===== src/rtl/hog_frame_sched.sv =====
// Per-frame sequencer for the HOG pipeline: streams one image from BRAM into the HOG pixel port,
// then waits for histogram and feature-write completion. Optional perf counter: HOG_SCHED_PERF_EN.
module hog_frame_sched #(
    parameter int RAM_AW      = 17,
    parameter int IMAGE_SIZE  = 18495,
    parameter int P_WIDTH     = 8,
    parameter int TIMEOUT_CYC = 1000000
) (
    input  logic               aclk,
    input  logic               arest,
    input  logic               start,
    input  logic               abort,
    output logic               busy,
    output logic               done,
    output logic               err,
    output logic [RAM_AW-1:0]  img_addr,
    output logic               img_en,
    input  logic [P_WIDTH-1:0] img_dout,
    input  logic               hog_ready,
    output logic [P_WIDTH-1:0] p,
    output logic               p_valid,
    output logic               finish,
    input  logic               histogram_done,
    input  logic               write_feature_done,
    output logic [15:0]        frame_cnt
`ifdef HOG_SCHED_PERF_EN
    ,
    output logic [31:0]        cycle_cnt
`endif
);

    typedef enum logic [2:0] {
        S_IDLE, S_WAIT_RDY, S_STREAM, S_FLUSH, S_FIN, S_WAIT_HIST, S_WAIT_WR, S_DONE
    } state_t;

    localparam logic [RAM_AW-1:0] ADDR_LAST = RAM_AW'(IMAGE_SIZE);
    localparam logic [31:0]       WAIT_LAST = 32'(TIMEOUT_CYC - 1);
    localparam bit                TO_EN     = (TIMEOUT_CYC != 0);

    state_t              state_q, state_d;
    logic [RAM_AW-1:0]   addr_q;
    logic [31:0]         wait_q;
    logic                en_d1_q, pv_q, fin_q, err_q;
    logic [P_WIDTH-1:0]  p_q;
    logic [15:0]         frame_q;
    logic                abort_hit, accept, waiting, to_hit, frame_ok;

    assign abort_hit = abort && (state_q != S_IDLE);
    assign accept    = (state_q == S_IDLE) && start;
    assign waiting   = (state_q == S_WAIT_HIST) || (state_q == S_WAIT_WR);
    assign to_hit    = TO_EN && waiting && (wait_q == WAIT_LAST);
    assign frame_ok  = (state_q == S_DONE) && !abort;

    always_ff @(posedge aclk) begin
        if (arest) state_q <= S_IDLE;
        else       state_q <= state_d;
    end

    always_comb begin
        state_d = state_q;
        if (abort_hit) begin
            state_d = S_IDLE;
        end else begin
            case (state_q)
                S_IDLE:      if (start) state_d = S_WAIT_RDY;
                S_WAIT_RDY:  if (hog_ready) state_d = S_STREAM;
                S_STREAM:    if (addr_q == ADDR_LAST) state_d = S_FLUSH;
                S_FLUSH:     state_d = S_FIN;
                S_FIN:       state_d = S_WAIT_HIST;
                // a completion seen on the deadline cycle still counts
                S_WAIT_HIST: if (histogram_done) state_d = S_WAIT_WR;
                             else if (to_hit)    state_d = S_IDLE;
                S_WAIT_WR:   if (write_feature_done) state_d = S_DONE;
                             else if (to_hit)        state_d = S_IDLE;
                S_DONE:      state_d = S_IDLE;
                default:     state_d = S_IDLE;
            endcase
        end
    end

    always_comb begin
        busy      = (state_q != S_IDLE);
        img_en    = (state_q == S_STREAM) && !abort;
        done      = frame_ok;
        finish    = fin_q && !abort;
        p_valid   = pv_q;
        p         = p_q;
        img_addr  = addr_q;
        err       = err_q;
        frame_cnt = frame_q;
    end

    // Two-stage pixel path: BRAM read latency plus the output register.
    always_ff @(posedge aclk) begin
        if (arest) begin
            addr_q  <= '0;
            wait_q  <= '0;
            en_d1_q <= 1'b0;
            pv_q    <= 1'b0;
            fin_q   <= 1'b0;
            err_q   <= 1'b0;
            p_q     <= '0;
            frame_q <= '0;
        end else begin
            en_d1_q <= img_en;
            pv_q    <= en_d1_q && !abort_hit;
            p_q     <= img_dout;
            fin_q   <= (state_q == S_FIN) && !abort;
            if ((state_q == S_WAIT_RDY) && hog_ready)
                addr_q <= '0;
            else if (img_en && (addr_q != ADDR_LAST))
                addr_q <= addr_q + RAM_AW'(1);
            wait_q <= (waiting && (state_d == state_q)) ? wait_q + 32'd1 : 32'd0;
            if (accept)
                err_q <= 1'b0;
            else if (abort_hit || (to_hit && (state_d == S_IDLE)))
                err_q <= 1'b1;
            if (frame_ok)
                frame_q <= frame_q + 16'd1;
        end
    end

`ifdef HOG_SCHED_PERF_EN
    logic [31:0] run_q, cyc_q;

    always_ff @(posedge aclk) begin
        if (arest) begin
            run_q <= '0;
            cyc_q <= '0;
        end else begin
            if (accept)
                run_q <= 32'd1;
            else if ((state_q != S_IDLE) && (run_q != 32'hFFFF_FFFF))
                run_q <= run_q + 32'd1;
            if (frame_ok)
                cyc_q <= run_q;
        end
    end

    assign cycle_cnt = cyc_q;
`endif

endmodule


===== config.mk =====
export PLATFORM = sky130hd
export DESIGN_NAME = hog_frame_sched
export DESIGN_NICKNAME = d
export VERILOG_FILES = /design/src/rtl/hog_frame_sched.sv
export SDC_FILE = /design/constraint.sdc
export NUM_CORES = 1
export LEC_CHECK = 0
export ABC_CLOCK_PERIOD_IN_PS = 1850
export CAP_MARGIN = 20
export CORE_MARGIN = 2
export CORE_UTILIZATION = 48
export CTS_BUF_LIST = sky130_fd_sc_hd__clkbuf_8 sky130_fd_sc_hd__clkbuf_16
export CTS_CLUSTER_DIAMETER = 80
export DETAILED_ROUTE_END_ITERATION = 12
export PLACE_DENSITY = 0.84
export SETUP_SLACK_MARGIN = 0.3
export SYNTH_ARGS = -nofsm -noshare
export SYNTH_HDL_FRONTEND = slang
export SYNTH_SLANG_ARGS = --single-unit

===== constraint.sdc =====
create_clock -name aclk -period 1.85 [get_ports aclk]
set_clock_uncertainty 0.2 [all_clocks]
set_input_delay 0.185 -clock aclk [delete_from_list [all_inputs] [get_ports aclk]]
set_output_delay 0.185 -clock aclk [all_outputs]
set_load 0.02 [all_outputs]

Yosys cells after proc, flatten, opt, wreduce, memory -nomap -nowiden
Index checks and enable logic that the tools add are counted.
Word-level totals
  register bits after elaboration: 80
  logic and storage cells: 54
Cells by class
  reductions and logical operators: 22
  bitwise gates (word level): 1
  mux-type cells: 8
  equal/unequal tests: 11
  $add $sub $neg: 3
Operators with widths (count)
  adder 32 x 1 -> 32 bit, second input constant: 1
  == test 32 x 20 -> 1 bit, second input constant: 1
  one-hot mux 3 bit (8 select lines): 1
  2-to-1 mux 3 bit: 7
  adder 17 x 1 -> 17 bit, second input constant: 1
  == test 17 x 15 -> 1 bit, second input constant: 1
  inequality test 17 x 15 -> 1 bit, second input constant: 1
  adder 16 x 1 -> 16 bit, second input constant: 1
  == test 3 bit, second input constant: 4
  logical AND 1 bit: 12
  == test 3 x 2 -> 1 bit, second input constant: 2
  logical NOT 3 bit: 2
  OR reduction 2 bit: 3
  == test 3 x 1 -> 1 bit, second input constant: 1
  == test 3 bit: 1
  nonzero test 3 bit: 1
  logical NOT 1 bit: 2
  logical OR 1 bit: 2
  NOT 1 bit: 1

Longest topological paths before layout
  depth in word-level cells: 11
  depth in mapped cells: 8
  depth with buffers taken out: 6

Worst setup path after synthesis
OpenSTA, ideal clock, no wires.
  kind: register to register
  start: reg addr_q[0], in the netlist img_addr[0]
  end: reg state_q[0]
  required time: 1.590 ns
  stages on the path, launching flop included: 7
  arrival time: 1.711 ns
  path slack: -0.121 ns
  path through: dfxtp_1 -> ha_1 -> and4bb_1 -> nand4_1 -> a21o_1 -> a21oi_1 -> o221a_1
On the way
  cells in the longest elaborated chain, start to end: 4
Ends and longest elaborated chain
  start, declared: RTL line 41  | logic [RAM_AW-1:0] addr_q;
  start signal, assigned: RTL line 112  | addr_q <= addr_q + RAM_AW'(1);
  == test 17 x 15 -> 1 bit: RTL line 67  | S_STREAM: if (addr_q == ADDR_LAST) state_d = S_FLUSH;
  2-to-1 mux 3 bit: RTL line 67
  one-hot mux 3 bit (8 select lines): RTL line 64  | case (state_q)
  2-to-1 mux 3 bit: RTL line 61  | if (abort_hit) begin
  end signal, assigned: RTL line 56  | else state_q <= state_d;
  end, declared: RTL line 40  | state_t state_q, state_d;
No other way between the ends.
A chain may end at the register's enable or synchronous reset.

Final worst setup path
  start: reg wait_q[25]
  end: reg wait_q[9]
On the way
  cells in the longest elaborated chain, start to end: 10
  elaborated cells on any way between the ends: 11
  those cells by class: eq/ne (2); mux (5); bitwise (1); reduce/logical (3)
Ends and longest elaborated chain
  start, declared: RTL line 42  | logic [31:0] wait_q;
  start signal, assigned: RTL line 113  | wait_q <= (waiting && (state_d == state_q)) ? wait_q + 32'd1 : 32'd0;
  == test 32 x 20 -> 1 bit (*): RTL line 51  | assign to_hit = TO_EN && waiting && (wait_q == WAIT_LAST);
  logical AND 1 bit (*): RTL line 51
  2-to-1 mux 3 bit (*): RTL line 72, 74
  2-to-1 mux 3 bit (on tied branches): RTL line 73, 71
  one-hot mux 3 bit (8 select lines) (*): RTL line 64
  2-to-1 mux 3 bit (*): RTL line 61
  == test 3 bit (*): RTL line 113
  logical AND 1 bit (*): RTL line 113
  NOT 1 bit (no line) (*)
  OR reduction 2 bit (no line) (*)
Mark *: on every way between the ends. The rest lies on a longest branch, timed or not.

==> metrics <==
Final Hold Viols 0; pin count of the biggest net entering global routing 29; Area contributors post-synth dfxtp_1 44%, xor2_1 8.0%, nor2_1 7.2%; CTS Buf Count 9; Initial Util 49.80%; # diodes 0; Max VDD drop 353.3 µV; final period utilization 104.4%; post-synthesis cell type count 43; vias 3670; first-pass GRT wire length 16250 µm; area grow syn2layout 52.20%; Die Width 90.75 µm; CORE AREA 7253 µm²; detailed placer's ending HPWL 6379 µm; RSZ-0062 raised after global routing true; failing checks setup timing; DRT Wirelength 11650 µm; post-route ant nets 0; Mapped Nets 424; outcome finished, violations left; Post-Synth Adder-Cell Area 1.039%; Die H 90.75 µm; syn_area_per_cell 8.897 µm²; Async SR Flop Fraction 0%; CP startpoint kind flop; max frequency 0.5176 GHz; Yosys top cell by area dfxtp_1; DRT iter0 DRCs 229; number of global-route vias before repair 3473; clk_lat worst skew 360 ps; most common cell in the netlist dfxtp_1; area share of and/or/nand/nor cells after synthesis 31.62%; largest family of logic cells by synthesized area simple AND/OR/NAND/NOR gates; NumNets Final 551; CTS tree built; number of antenna violations at the first check in global routing 0; Crit-path slowest cell nor4_4; # IOs 62; clock-pin slew on the worst setup and hold paths 90 ps; All-Layer GR Usage 24.27%; #FFs+latches synth 80; Finished Layout Cells 637; sequential-to-total area share from yosys stat 44.34%; Slew @ Worst Pin 339.1 ps; HP Class primary input to flop; max_slew headroom 77.29%; CTS root buf clkbuf_8; Ys Warns 0; Finish-stage setup viols 33; Largest stage delay, worst path 370 ps; # H-tree levels 3; top cell type's share of synthesized area 44.34%; most common flop cell mapped by yosys dfxtp_1; mux cell area share after synthesis 0.5542%; Clock Tree Buf Depth 2; first-pass iteration count of the detailed router 5; total grt overflow 0; GPL Wtd Cong 0.8402; CTS sink count 80; drt drc 0; CP cell instances nor4_2 -> nand2_1 -> nor4_4 -> a31o_4 -> buf_12 -> nor2_1; final worst slack -81.85 ps; XOR/XNOR Fraction of Synth Area 13.34%; CP endpoint kind flop; area of the die 8236 µm²; cells after synthesis 406; min Tclk post-route 1932 ps; num rows 31; Req. time, crit path 1900 ps; Pwr Density 580.3 nW/µm²; EDFF count, synth 0; count of input and output buffers 61; Leakage Power 0.002229 µW; fraction of layout cells with a size suffix above 1 39.22%; max cap viols 0; Post-DP Area 4791 µm²; Setup WS pre-CTS -379.6 ps; CP arrival 1980 ps; Synth top cells by count 80 x dfxtp_1, 69 x nor2_1, 33 x xor2_1, 23 x nand2_1; worst setup path category flop to flop; hold slack 169.1 ps; vias per cell 5.761; Slew Viols, Final 0; CP Max Fanout 11; Synth Area in Compound Gates 5.057%; final instance area 5498 µm²; Placed Cells 598; Mapped Area 3612 µm²; Routed wire per std cell 18.29 µm
power breakdown:
group          internal [µW]  switching, µW
clock                    513            741
combinational           95.1            107
sequential              1730           8.19
cells by family after synthesis:
family,after synthesis
simple gates,208
flops,80
xor+xnor,55
compound gates,30
buf+inv,28
fa+ha+maj,3
mux,2
sequential cells by signal, indices dropped and copies added (netlist names):
signal,count
p,8
wait_q,32
err,1
fin_q,1
frame_cnt,16
en_d1_q,1
state_q,3
p_valid,1
img_addr,17
placed cells by master, fill, tap and decap left out, types with 8 or more instances in the layout:
master / Yosys / final
buf_4: 5 / 55
dfxtp_4: 0 / 8
clkbuf_8: 0 / 9
nand2_1: 23 / 18
clkbuf_2: 0 / 8
xnor2_1: 22 / 18
nand3_1: 22 / 16
clkdlybuf4s50_1: 0 / 13
xor2_1: 33 / 33
dlygate4sd2_1: 0 / 28
nor2_1: 69 / 59
and3_1: 13 / 10
buf_6: 2 / 18
dfxtp_2: 0 / 26
nand4_1: 20 / 20
nor2b_1: 11 / 10
dfxtp_1: 80 / 46
stage by stage:
step           power [µW]  util (%)  TNS [ps]
6_report             3190     75.80     -1756
5_1_grt              3281     75.80     -3659
4_1_cts              3161     71.49     -1088
3_5_place_dp         1943     66.05    -11050
3_3_place_gp         1938     66.05     -9048
2_1_floorplan        1862         -         0
area by class of cell:
cell class,count,area (µm²)
multi-input cells,298,2277
inverters,8,30.03
clock buffers,9,123.9
fillers,449,1755
well taps,99,123.9
clock inverters,7,61.31
flip-flops and latches,80,1664
repair buffers,136,1217
worst max-delay path: cells and delay by family, from the launching register on:
family / cells / cell delay, ps
and+or+nand+nor: 4 / 880
DFF: 1 / 340
AOI/OAI and AO/OA: 1 / 260
buffers and inverters: 1 / 140
timing repair:
item	4_1_cts	5_1_grt
cloned	1	2
buffers inserted	8	12
resized for setup	120	76
hold buffers	0	0
pin swaps	29	39
setup endpoints to repair	111	88
layer usage:
metal / track usage, % / wire [µm]
met1: 28.39 / 4517
met5: 0 / 0
met2: 43.78 / 6227
met4: 7.949 / 283
met3: 5.259 / 626
final timing paths:
| check | startpoint | endpoint | slack, ps | depth (start not counted) |
|---|---|---|---|---|
| max | wait_q[25]$_SDFF_PP0_ | wait_q[9]$_SDFF_PP0_ | -80 | 6 |
| min | img_dout[1] | p[1]$_SDFF_PP0_ | 170 | 2 |
| max reg2reg | wait_q[25]$_SDFF_PP0_ | wait_q[9]$_SDFF_PP0_ | -80 | 6 |
| min reg2reg | en_d1_q$_SDFF_PP0_ | p_valid$_SDFF_PP0_ | 290 | 1 |
(Power assumes the default switching activity.)
